**src/rtl/gated_adder_reg.sv**
```systemverilog
// gated_adder_reg: registered WIDTH-bit adder with load enable.
// Each rising clk edge with s=1 captures (x + y) mod 2^WIDTH into r.
// With s=0 the result register holds; rst (synchronous, active-high) clears r
// and overrides s.
// Build option GATED_CLOCK_EN: the result flops run on a clock gated by an
// integrated clock-gate (low-transparent latch + AND) instead of using a
// feedback enable mux. r is cycle-identical in both builds.
module gated_adder_reg #(
   parameter int unsigned WIDTH = 4
) (
   input  logic [WIDTH-1:0] x,
   input  logic [WIDTH-1:0] y,
   input  logic             s,
   input  logic             clk,
   output logic [WIDTH-1:0] r,
   input  logic             rst
);

   logic [WIDTH-1:0] sum;
   logic [WIDTH-1:0] r_q;
   logic [WIDTH-1:0] r_d;

   // Modulo-2^WIDTH sum; the carry-out is dropped by the WIDTH-wide result.
   always_comb begin
      sum = x + y;
   end

`ifdef GATED_CLOCK_EN
   logic gate_en;
   logic gate_en_q;
   logic gclk;

   // Reset must reach the flops, so it also opens the gate.
   always_comb begin
      gate_en = s | rst;
   end

   // Clock-gate latch: transparent while clk is low, so the enable seen by the
   // AND is frozen for the whole high phase and the gated clock cannot glitch.
   always_latch begin
      if (!clk) begin
         gate_en_q = gate_en;
      end
   end

   assign gclk = clk & gate_en_q;

   // The gated clock only pulses when loading or resetting, so no enable mux.
   always_comb begin
      r_d = rst ? '0 : sum;
   end

   // Result register on the gated clock.
   always_ff @(posedge gclk) begin
      r_q <= r_d;
   end
`else
   // Next state: reset wins, then load, otherwise hold via feedback.
   always_comb begin
      r_d = r_q;
      if (rst) begin
         r_d = '0;
      end else if (s) begin
         r_d = sum;
      end
   end

   // Result register on the free-running clock.
   always_ff @(posedge clk) begin
      r_q <= r_d;
   end
`endif

   assign r = r_q;

endmodule

```
**config.mk**
```make
export PLATFORM = sky130hd
export DESIGN_NAME = gated_adder_reg
export DESIGN_NICKNAME = d
export VERILOG_FILES = /design/src/rtl/gated_adder_reg.sv
export SDC_FILE = /design/constraint.sdc
export NUM_CORES = 1
export LEC_CHECK = 0
export CAP_MARGIN = 5
export CORE_AREA = 2 2 39 41
export DETAILED_ROUTE_END_ITERATION = 10
export DIE_AREA = 0 0 41 43
export GPL_TIMING_DRIVEN = 0
export PLACE_DENSITY_LB_ADDON = 0.08
export SETUP_SLACK_MARGIN = 0.05
export SYNTH_ARGS = -nofsm -noshare
export SYNTH_HDL_FRONTEND = slang
export SYNTH_SLANG_ARGS = --single-unit
```
**constraint.sdc**
```tcl
create_clock -name clk -period 1.9 [get_ports clk]
set_input_delay 0.38 -clock clk [delete_from_list [all_inputs] [get_ports clk]]
set_output_delay 0.38 -clock clk [all_outputs]
set_load 0.1 [all_outputs]
```
Yosys cells after proc, flatten, opt, wreduce, memory -nomap -nowiden. Index checks and enable logic that the tools add are counted.

Output and inout bits: 4. Register bits after elaboration: 4. Bits of input ports: 11. Logic and storage cells: 2.

Add/subtract/negate cells: 1.

Operator list (number): adder 4 bit (1).

Depth between registers and ports, before layout.
Word-level depth: 1. Depth in mapped cells: 4. Depth with buffers taken out: 4.

Worst setup path after synthesis. OpenSTA, ideal clock, no wires.

Path kind: reg-to-reg. Start point: reg, netlist name r[3]. End point: reg r_q[3] (netlist: r[3]). Required time: 1.812 ns. Arrival: 1.301 ns. Setup time: 0.088 ns. Clock period less this slack: 1.389 ns. Path buffers: 0. Cell stages (with the launch flop): 3. Path slack: 0.511 ns. Cell sequence: dfxtp_1 > nor2_1 > a311oi_2.

RTL lines: end signal, assigned (RTL line 70) `r_q <= r_d;`; end, declared (RTL line 20) `logic [WIDTH-1:0] r_q;`.

Worst setup path after layout.
Start point: reg r_q[0] (netlist: r[0]). End point: out r[0].

RTL lines: end, declared (RTL line 15) `output logic [WIDTH-1:0] r,`.

No word-level cell between the ends.

==> flow_metrics.py <==
metrics = {
    "power": {
        "clkPwrFrac": 0.321,
        "p_leak_nw": 0.183,
        "pwr-share-comb": 0.382,
        "ir_drop_v": 0.000162,
        "power.share.switching": 0.362,
        "seq_power_share": 0.298,
        "net-switching-power_w": 0.000116,
        "p_per_area_nw_per_um2": 786,
        "intPower_w": 0.000205,
    },
    "layout": {
        "final_nets": 56,
        "synthToLayoutAreaGrowth_pct": 69.8,
        "largest_reg_flops": 4,
        "nFillCells": 148,
        "drive_gt1_frac": 0.128,
        "antennaDiodeCount": 0,
        "final_cell_area_um2": 408,
    },
    "sta": {
        "finalCritPeriodShare": 0.939,
        "maxSlewViolCount": 0,
        "rsz0062_at_grt": "no",
        "skew_ns": 0,
        "hold_ws_ns": 0.441,
        "post-route-min-period_ns": 1.78,
        "slew_headroom": 0.366,
        "setup_viol": 0,
        "tns_ns": 0,
        "tightest_slew_ns": 0.955,
        "fmax_mhz": 560,
        "finalHoldViolCount": 0,
    },
    "floorplanning": {
        "std_cell_rows": 14,
        "core_region_area_um2": 1380,
        "die_area_um2": 1760,
        "die_h_um": 43,
        "dieWidth_um": 41,
        "initial_utilization": 0.174,
        "ios": 15,
    },
    "global_routing": {
        "grt_pass1_wl_um": 828,
        "grt_pass1_vias": 235,
        "antenna_found_initial": 0,
        "grt_max_degree": 7,
        "grt_usage": 0.0762,
        "overflow": 0,
    },
    "cts": {
        "cts_root_buf": "clkbuf_4",
        "clockBufferDepth": 2,
        "clock-sinks": 4,
        "clk_latency_ns": 0.23,
        "numCtsBuffers": 3,
        "cts_tree": "built",
        "htree_num_levels": 1,
        "cts_setup_buffers": 0,
        "cts_resized": 4,
        "cts-hold-fix-buffers": 0,
        "clk_pin_slew_worst_paths_ns": 0.04,
    },
    "route": {
        "wl_per_cell_um": 9.31,
        "wl_met1_um": 209,
        "met2_length_um": 252,
        "viasPerCell": 3.80,
        "postRouteWirelength_um": 512,
        "dr.pass1.iters": 1,
        "drc": 0,
        "wl_met3_um": 50,
        "drt_iter0_drc": 0,
        "drt.antenna.violating_nets": 0,
        "top_layer": "met3",
        "vias": 209,
    },
    "place": {
        "hpwl_um": 431,
        "place_area_um2": 390,
        "port_buffers": 13,
        "place_congestion": 0.655,
    },
    "synth": {
        "synth_seq_area_share": 0.333,
        "synth_area_per_cell_um2": 10.4,
        "synthMuxAreaShare": 0.0833,
        "yosysUniqueCellTypes": 13,
        "synth_nets": 38,
        "synthSimpleGateAreaFrac": 0.104,
        "yosys_warnings": 0,
        "synth_xor_area_frac": 0.0729,
        "ys_seq_elements": 4,
        "synth_top_family_by_area": "adder cells",
        "syn_area_um2": 240,
        "synth_fa_ha_area_frac": 0.240,
        "synth-compound-area-share": 0.146,
        "synthCells": 23,
    },
    "worst_setup_path": {
        "slowest_stage": "dlygate4sd2_1",
        "cp_top_family": "buffers and inverters",
        "crit_buf_inv": 1,
        "slowest_delay_ns": 0.85,
        "cp-start-kind": "flip-flop",
        "cp.arrival_ns": 1.40,
        "cp.required_ns": 1.52,
        "crit_chain": "dlygate4sd2_1",
        "worstSetupPathType": "flip-flop to output pin",
        "crit_fanout": 2,
        "cp-end-kind": "output pin",
    },
    "run_status": {
        "outcome": "finished, final reports clean",
    },
    "run": {
        "drv_cap": 0,
    },
    "hold_path": {
        "min_path_type": "input pin to flip-flop",
    },
}
## cells by family after synthesis
logic type / Yosys count
and+or+nand+nor: 6
AOI/OAI and AO/OA: 4
adders and majority gates: 4
DFF: 4
xor gates and xnor gates: 2
muxes: 2
buffers and inverters: 1
## power groups by stage
stage,registers (W),logic [W],clock network [W]
after global routing,0.0000965,0.000132,0.000108
after CTS,0.0000957,0.000123,0.000110
after detailed placement,0.0000973,0.000128,0
after floorplan,0.000151,0.0000318,0
final,0.0000954,0.000122,0.000103
after global placement,0.0000967,0.000127,0
## worst register-to-register path: cells and delay by family (launching register included)
family,cells,cell delay (ns)
compound gates,1,0.22
simple gates,1,0.05
flops,1,0.32
## worst paths after layout
| kind | start | end | slack [ns] | cells after the start |
|---|---|---|---|---|
| min reg2reg | r[2] | r[2] | 0.49 | 2 |
| min | s | r[2] | 0.44 | 2 |
| max | r[0] | r[0] | 0.12 | 1 |
| max reg2reg | r[3] | r[3] | 1.23 | 2 |
## synth_stat cells
master | n | area share
dfxtp_1 | 4 | 0.33
nor2_1 | 4 | 0.062
ha_1 | 3 | 0.16
mux2i_1 | 2 | 0.083
nand3_1 | 2 | 0.042
a211oi_1 | 1 | 0.031
a21o_1 | 1 | 0.031
a21oi_1 | 1 | 0.021
a311oi_2 | 1 | 0.062
buf_2 | 1 | 0.021
fa_1 | 1 | 0.083
xnor2_1 | 1 | 0.036
xor2_1 | 1 | 0.036
## per-stage QoR
stage	utilization	power [W]	cells	setup slack, ns
after floorplan	-	0.000183	23	0.511
after global placement	0.282	0.000223	52	0.0782
after detailed placement	0.282	0.000225	52	0.0436
after CTS	0.295	0.000329	55	0.0941
final	0.295	0.000321	55	0.116
after global routing	0.295	0.000336	55	0.0761
## per-layer routing
layer	global-route usage	vias to the layer above
li1	-	114
met1	0.0737	84
met2	0.109	11
met3	0	0
met4	0.120	0
met5	0	-
## layout by cell type (no fill, tap or decap), drive strengths merged
master / netlist / routed
xnor2: 1 / 1
a211oi: 1 / 1
fa: 1 / 1
ha: 3 / 3
clkbuf: 0 / 3
a311oi: 1 / 1
clkdlybuf4s50: 0 / 9
buf: 1 / 1
nor2: 4 / 4
xor2: 1 / 1
mux2i: 2 / 2
dlygate4sd2: 0 / 4
a21oi: 1 / 1
dfxtp: 4 / 4
nand3: 2 / 2
a21o: 1 / 1
## cell type report
type                    count  area [µm²]  share of cell area
multi-input cells          18         155               0.380
repair buffers             13         125               0.307
flip-flops and latches      4        80.1               0.196
clock buffers               3        22.5              0.0552
well taps                  16        20.0              0.0491
plain buffers               1        5.00              0.0123
No activity file was read; power rests on OpenSTA's default activity.
